[src/rtl/hnf_txsnp_if.sv]
// rtl/hnf_txsnp_if.sv - TXSNP bundle: snoop-generator side handshake plus CHI link-side flit and credit signals
interface hnf_txsnp_if #(
    parameter int MAX_CRD = 15
);
    typedef struct packed {
        logic [3:0]  qos;
        logic [10:0] srcid;
        logic [11:0] txnid;
        logic [10:0] fwdnid;
        logic [11:0] fwdtxnid;
        logic [4:0]  opcode;
        logic [44:0] addr;
        logic        ns;
        logic        donotgotosd;
        logic        rettosrc;
        logic        tracetag;
    } snpflit_t;

    snpflit_t                       txsnpflit;
    logic                           txsnp_valid;
    logic                           txsnp_ready;
    snpflit_t                       TXSNPFLIT;
    logic                           TXSNPFLITV;
    logic                           TXSNPFLITPEND;
    logic                           TXSNPLCRDV;
    logic [$clog2(MAX_CRD+1)-1:0]   txsnp_crd_cnt;
    logic                           txsnp_idle;
    logic                           txsnp_crd_ovf;

    modport master (
        output txsnpflit, txsnp_valid, TXSNPLCRDV,
        input  txsnp_ready, TXSNPFLIT, TXSNPFLITV, TXSNPFLITPEND,
               txsnp_crd_cnt, txsnp_idle, txsnp_crd_ovf
    );

    modport slave (
        input  txsnpflit, txsnp_valid, TXSNPLCRDV,
        output txsnp_ready, TXSNPFLIT, TXSNPFLITV, TXSNPFLITPEND,
               txsnp_crd_cnt, txsnp_idle, txsnp_crd_ovf
    );
endinterface

[src/rtl/hnf_txsnp.sv]
// rtl/hnf_txsnp.sv - HN-F TXSNP link layer: snoop FIFO drained onto the link under L-credit flow control
module hnf_txsnp #(
    parameter int DEPTH   = 4,
    parameter int MAX_CRD = 15
) (
    input  logic        clock,
    input  logic        reset,
    hnf_txsnp_if.slave  bus
);
    // Width of hnf_txsnp_if::snpflit_t; kept in step with the interface struct.
    localparam int FLIT_W = 104;
    localparam int AW     = $clog2(DEPTH);
    localparam int CW     = $clog2(MAX_CRD + 1);

    logic [FLIT_W-1:0] mem [DEPTH];
    logic [AW:0]       wptr, rptr, wptr_nxt, rptr_nxt;
    logic [CW-1:0]     crd;
    logic              empty, full, push, send;

    assign empty    = (wptr == rptr);
    assign full     = (wptr[AW] != rptr[AW]) && (wptr[AW-1:0] == rptr[AW-1:0]);
    assign push     = bus.txsnp_valid && !full;
    assign send     = !empty && (crd != '0);
    assign wptr_nxt = wptr + {{AW{1'b0}}, push};
    assign rptr_nxt = rptr + {{AW{1'b0}}, send};

    assign bus.txsnp_ready   = !full;
    assign bus.txsnp_crd_cnt = crd;
    assign bus.txsnp_idle    = empty && !bus.TXSNPFLITV;

    always_ff @(posedge clock) begin
        if (push) begin
            mem[wptr[AW-1:0]] <= bus.txsnpflit;
        end
    end

    always_ff @(posedge clock) begin
        if (reset) begin
            wptr              <= '0;
            rptr              <= '0;
            crd               <= '0;
            bus.txsnp_crd_ovf <= 1'b0;
            bus.TXSNPFLIT     <= '0;
            bus.TXSNPFLITV    <= 1'b0;
            bus.TXSNPFLITPEND <= 1'b0;
        end else begin
            wptr           <= wptr_nxt;
            rptr           <= rptr_nxt;
            bus.TXSNPFLITV <= send;
            bus.TXSNPFLIT  <= send ? mem[rptr[AW-1:0]] : '0;
            // Pending covers both the cycle before a flit and the flit cycle itself.
            bus.TXSNPFLITPEND <= (wptr_nxt != rptr_nxt) || send;
            if (bus.TXSNPLCRDV && !send) begin
                if (crd == CW'(MAX_CRD)) begin
                    bus.txsnp_crd_ovf <= 1'b1;
                end else begin
                    crd <= crd + CW'(1);
                end
            end else if (!bus.TXSNPLCRDV && send) begin
                crd <= crd - CW'(1);
            end
        end
    end
endmodule

[src/flat_wrapper.sv]
// flat-port wrapper written by rule: the top's interface ports become plain ports
module hnf_txsnp_flat 
#(
    parameter int DEPTH   = 4,
    parameter int MAX_CRD = 15
)
  (clock, reset, bus_txsnpflit, bus_txsnp_valid, bus_TXSNPLCRDV, bus_txsnp_ready, bus_TXSNPFLIT, bus_TXSNPFLITV, bus_TXSNPFLITPEND, bus_txsnp_crd_cnt, bus_txsnp_idle, bus_txsnp_crd_ovf);
  hnf_txsnp_if #(.MAX_CRD(MAX_CRD)) bus_i ();
  input  logic clock;
  input  logic reset;
  input wire logic [$bits(bus_i.txsnpflit)-1:0] bus_txsnpflit;
  input wire logic [$bits(bus_i.txsnp_valid)-1:0] bus_txsnp_valid;
  input wire logic [$bits(bus_i.TXSNPLCRDV)-1:0] bus_TXSNPLCRDV;
  output wire logic [$bits(bus_i.txsnp_ready)-1:0] bus_txsnp_ready;
  output wire logic [$bits(bus_i.TXSNPFLIT)-1:0] bus_TXSNPFLIT;
  output wire logic [$bits(bus_i.TXSNPFLITV)-1:0] bus_TXSNPFLITV;
  output wire logic [$bits(bus_i.TXSNPFLITPEND)-1:0] bus_TXSNPFLITPEND;
  output wire logic [$bits(bus_i.txsnp_crd_cnt)-1:0] bus_txsnp_crd_cnt;
  output wire logic [$bits(bus_i.txsnp_idle)-1:0] bus_txsnp_idle;
  output wire logic [$bits(bus_i.txsnp_crd_ovf)-1:0] bus_txsnp_crd_ovf;
  assign bus_i.txsnpflit = bus_txsnpflit;
  assign bus_i.txsnp_valid = bus_txsnp_valid;
  assign bus_i.TXSNPLCRDV = bus_TXSNPLCRDV;
  assign bus_txsnp_ready = bus_i.txsnp_ready;
  assign bus_TXSNPFLIT = bus_i.TXSNPFLIT;
  assign bus_TXSNPFLITV = bus_i.TXSNPFLITV;
  assign bus_TXSNPFLITPEND = bus_i.TXSNPFLITPEND;
  assign bus_txsnp_crd_cnt = bus_i.txsnp_crd_cnt;
  assign bus_txsnp_idle = bus_i.txsnp_idle;
  assign bus_txsnp_crd_ovf = bus_i.txsnp_crd_ovf;
  hnf_txsnp #(.DEPTH(DEPTH), .MAX_CRD(MAX_CRD)) u_core (.clock(clock), .reset(reset), .bus(bus_i));
endmodule
[config.mk]
export PLATFORM = sky130hd
export DESIGN_NAME = hnf_txsnp_flat
export DESIGN_NICKNAME = d
export VERILOG_FILES = /design/src/rtl/hnf_txsnp_if.sv /design/src/rtl/hnf_txsnp.sv /design/src/flat_wrapper.sv
export SDC_FILE = /design/constraint.sdc
export NUM_CORES = 1
export LEC_CHECK = 0
export CAP_MARGIN = 10
export CORE_UTILIZATION = 30
export DETAILED_ROUTE_END_ITERATION = 8
export SLEW_MARGIN = 20
export SYNTH_ARGS = -nofsm -noshare
export SYNTH_HDL_FRONTEND = slang
export SYNTH_SLANG_ARGS = --single-unit
export TNS_END_PERCENT = 100
[constraint.sdc]
create_clock -name clock -period 12.9 [get_ports clock]
set_input_delay 3.225 -clock clock [delete_from_list [all_inputs] [get_ports clock]]
set_output_delay 3.225 -clock clock [all_outputs]
set_load 0.01 [all_outputs]
Word level (Yosys, flattened, before mapping) --
Memories as Yosys holds them, arrays and structs flattened. A register that Yosys moved wholly into a read port is not among the register bits. Index checks and enable logic that the tools add are counted.
Storage, ports and cells: memories kept 1, register bits after elaboration 13, memory bits (writable) 416, word-level logic and storage cells 40, output and inout bits 113, input bits 108
Operators by class: equal/unequal tests 6, bitwise logic cells 1, multiplexer cells 5, reduce and logical (&&, ||, !) cells 17, add/subtract/negate cells 4
Memory list:
- u_core.mem | words 4, bits a word 104, rd ports 1, clocked after Yosys merged registers in 1, wr ports 1, RTL line hnf_txsnp.sv:15 | logic [FLIT_W-1:0] mem [DEPTH];
Operators by type and width (number):
- $mux W4 | 3
- $add A3 B1 Y3 | 2
- $logic_and A1 B1 Y1 | 6
- $logic_not A1 Y1 | 5
- $add A4 B1 Y4 const B | 1
- $eq A4 B4 Y1 const B | 1
- $reduce_and A2 Y1 | 2
- $reduce_bool A4 Y1 | 1
- $sub A4 B1 Y4 const B | 1
- $eq A3 B3 Y1 | 1
- $ne A3 B3 Y1 | 1
- $eq A2 B2 Y1 | 1
- $mux W1 | 2
- $ne A2 B2 Y1 const B | 1
- $reduce_bool A2 Y1 | 1
- $reduce_or A2 Y1 | 1
- $logic_or A1 B1 Y1 | 1
- $ne A1 B1 Y1 | 1
- $not A1 Y1 | 1

Longest topological paths before layout --
depth after elaboration 7, mapped depth 9, gate-level depth less buffers 8

Worst setup path before layout --
OpenSTA, ideal clock, no wires.
path kind input -> register, start input bus_txsnp_valid, end memory u_core.mem[2][0], enable pin, data required time 12184 ps, setup time 716 ps, setup slack 1243 ps, stages on the path 2, path buffers 0, data arrival time 10942 ps, path through o31ai_1 > nor3b_1
Between the ends: cells in the longest elaborated chain, start to end 3
RTL lines:
- start: declaration | RTL line flat_wrapper.sv:12 | input wire logic [$bits(bus_i.txsnp_valid)-1:0] bus_txsnp_valid;
- $logic_and A1 B1 Y1 | RTL line hnf_txsnp.sv:22 | assign push = bus.txsnp_valid && !full;
- $mux W1 | RTL line hnf_txsnp.sv:32 | if (push) begin
- $mux W1 (not written as such) | RTL line hnf_txsnp.sv:33 | mem[wptr[AW-1:0]] <= bus.txsnpflit;
- end: declaration | RTL line hnf_txsnp.sv:15
Every way passes these cells.

Worst setup path in the final report --
start register u_core.rptr[0], end output bus_txsnp_idle
Between the ends: cells in the longest elaborated chain, start to end 2
RTL lines:
- start: declaration | RTL line hnf_txsnp.sv:16 | logic [AW:0] wptr, rptr, wptr_nxt, rptr_nxt;
- start signal: assignment | RTL line hnf_txsnp.sv:48 | rptr <= rptr_nxt;
- $eq A3 B3 Y1 | RTL line hnf_txsnp.sv:20 | assign empty = (wptr == rptr);
- $logic_and A1 B1 Y1 | RTL line hnf_txsnp.sv:29 | assign bus.txsnp_idle = empty && !bus.TXSNPFLITV;
- end: declaration | RTL line flat_wrapper.sv:19 | output wire logic [$bits(bus_i.txsnp_idle)-1:0] bus_txsnp_idle;
Every way passes these cells.

==> impl_metrics.toml <==
[worst_setup_path]
worstPathCellList = "xor2_2 -> nor4_1 -> clkdlybuf4s50_1"
criticalPathCategory = "reg -> out"
reg2reg_setup_slack_ns = 9.13
critPathRequiredTime_ns = 9.68
arrival_ns = 2.81
worst_setup_path_start_kind = "flip-flop"
cp_max_fo = 41
crit_path_max_incr_delay_ns = 0.93
slowest_stage = "dfxtp_4"
end_kind = "output port"

[sta]
maxSlewViolCount = 0
tightest_slew_ns = 1.04
min_period_over_period_pct = 46.8
hold_viol = 0
rsz0062_at_grt = "no"
timing.slew.headroom_pct = 30.4
finalClockSkew_ns = 0.00972
timing.hold.ws_ns = 0.496
finalSetupViolations = 0
timing.fmax_mhz = 166
period_needed_ns = 6.03
final.setup.worst_slack_ns = 6.87
setup_tns_ns = 0

[detailed_routing]
drt_iter0_drc = 495
viasPerCell = 4.46
drc_errors = 0
wire_per_inst_um = 19.8
drtAntennaViolNets = 0
first_pass_iters = 4
vias = 8611
drt-total-wl_mm = 38.1

[floorplan]
fp.dieW_um = 251
ios = 221
start_util_pct = 30.6
coreArea_um2 = 60800
die_area_um2 = 63100
rows = 90
die_h_um = 251

[global_routing]
overflow = 0
grtUsageTotal_pct = 12.2
grt_pass1_wl_mm = 57.7
antenna_found_initial = 6
first_global_vias = 9232
grt_max_degree = 78

[clocking]
cts_setup_buffers = 0
root_buffer = "clkbuf_16"
cts_buffer_depth = 3
cts-buffers-inserted = 57
cts.reportedPaths.clkPinSlew_ns = 0.06
cts_resized = 0
hold_buffers = 0
insertion_delay_ns = 0.58
cts_sinks = 533
htreeDepth = 2
cts_tree = "done"

[power]
p_per_area_nw_per_um2 = 194
irDropWorstVdd_mv = 0.0919
p_int_w = 0.00347
p_comb_share_pct = 18.3
power_switching_w = 0.00112
p_clk_share_pct = 35.7
swShare_pct = 24.4
leakagePower_nw = 7.65
pwr-share-seq_pct = 46.0

[placement]
port_buffers = 220
dpl.hpwl_mm = 21.9
place.gp.congestion = 0.720
place_ws_ns = 6.72
place_area_um2 = 21700

[synth]
syn_avg_cell_area_um2 = 22.0
synth_area_um2 = 18600
syn-num-nets = 962
synth_seq_cells = 533
yosysSeqAreaShare_pct = 79.7
ys_warn_count = 0
synthCells = 847
synth.distinct_cells = 41

[finish]
area_delta_synth_final_pct = 26.7
nets = 1216
utilization_pct = 38.8
fin_area_um2 = 23600
drive_gt1_share_pct = 18.7

[worst_hold_path]
hold_class = "reg -> reg"

[run]
max-cap-violations = 0

[outcome]
status = "completed"
## cells in the mapped netlist, drive strengths merged
master    n  share of area [%]
nand2     3              0.060
a21oi     2              0.054
nor2      7               0.18
a31oi     1              0.067
dfxtp   117                 13
xor2      3               0.26
mux2i     1              0.054
a311oi    1              0.047
o41ai     1              0.087
edfxtp  416                 67
o31ai     2               0.15
nor2b     6               0.20
a31o      1              0.047
clkbuf   14               0.31
nor3      3              0.081
fa        1               0.11
and3      2              0.067
buf      22               0.80
nand4     1              0.034
a221oi    1              0.047
and2    104                3.5
mux4    104                 13
a21o      1              0.040
or4       1              0.060
o32ai     1              0.047
a41oi     3               0.14
xnor2    10               0.47
ha        6               0.40
nand3     1              0.027
inv       3              0.060
nor4      2              0.067
nor3b     2              0.081
mux2      2               0.12
nand2b    2              0.067
## cells by family (layout without fill, tap and decap cells)
logic type / count (synthesis) / count (layout) / share of synthesized area (%)
flip-flops: 533 / 533 / 79.7
buffers and inverters: 39 / 338 / 1.17
other: 0 / 1 / 0
XOR/XNOR: 13 / 13 / 0.733
adder cells (fa/ha/maj): 7 / 7 / 0.511
multiplexers: 107 / 107 / 12.8
AND/OR/NAND/NOR: 134 / 134 / 4.42
AO/OA/AOI/OAI: 14 / 14 / 0.733
## worst max-delay path: cells and delay by family, from the launching register on
kind	cells	cell delay (ns)
and+or+nand+nor	1	0.25
buffers and inverters	1	0.75
DFF	1	0.93
xor gates and xnor gates	1	0.29
## sequential cells by signal, indices dropped and copies added (netlist names)
name,flops
u_core.wptr,3
u_core.bus.txsnp_crd_ovf,1
u_core.bus.TXSNPFLITV,1
u_core.bus.TXSNPFLIT,104
u_core.mem,416
u_core.bus.TXSNPFLITPEND,1
u_core.bus.txsnp_crd_cnt,4
u_core.rptr,3
## power groups by stage
stage               clock [W]  sequential [W]  combinational (W)
detailed placement          0         0.00215           0.000862
global placement            0         0.00215           0.000857
CTS                   0.00169         0.00212           0.000866
global route          0.00176         0.00213           0.000916
finish                0.00164         0.00211           0.000838
floorplan                   0         0.00213           0.000536
## metal layers
metal | wire, µm | global-route usage [%]
met2 | 17000 | 18.7
met4 | 823 | 3.26
met5 | 46 | 0
met3 | 2770 | 4.07
met1 | 17500 | 16.7
## cell type report
type                       count  area (µm²)
clock buffer                  74        1530
tap                          782         978
clock inverter                30         360
sequential                   533       14800
antenna                        1        2.50
multi-input combinational    275        3590
fill                        5459       37200
timing repair buffer         231        2280
inverter                       3        11.3
## layout by cell type (no fill, tap or decap), types with 7 or more instances in the layout
cell               n
buf_4             11
dfxtp_1          115
xnor2_1           10
mux4_2           104
and2_1           104
clkdlybuf4s50_1  220
clkinv_2          10
clkbuf_16         57
clkinv_1           7
clkbuf_1          13
bufinv_16          8
edfxtp_1         416
## worst paths after layout
check                                start                        to  cells past startpoint
hold / removal    u_core.bus.txsnp_crd_ovf  u_core.bus.txsnp_crd_ovf                      2
setup / recovery            u_core.rptr[0]            bus_txsnp_idle                      3
hold reg to reg   u_core.bus.txsnp_crd_ovf  u_core.bus.txsnp_crd_ovf                      2
setup reg to reg            u_core.rptr[0]         u_core.mem[2][75]                      5
## through the flow
| step | total power [W] | instances |
|---|---|---|
| 2_1_floorplan | 0.00267 | 847 |
| 3_5_place_dp | 0.00302 | 1824 |
| 6_report | 0.00459 | 1929 |
| 3_3_place_gp | 0.00301 | 1824 |
| 5_1_grt | 0.00481 | 1928 |
| 4_1_cts | 0.00468 | 1928 |
(Power assumes the default switching activity.)
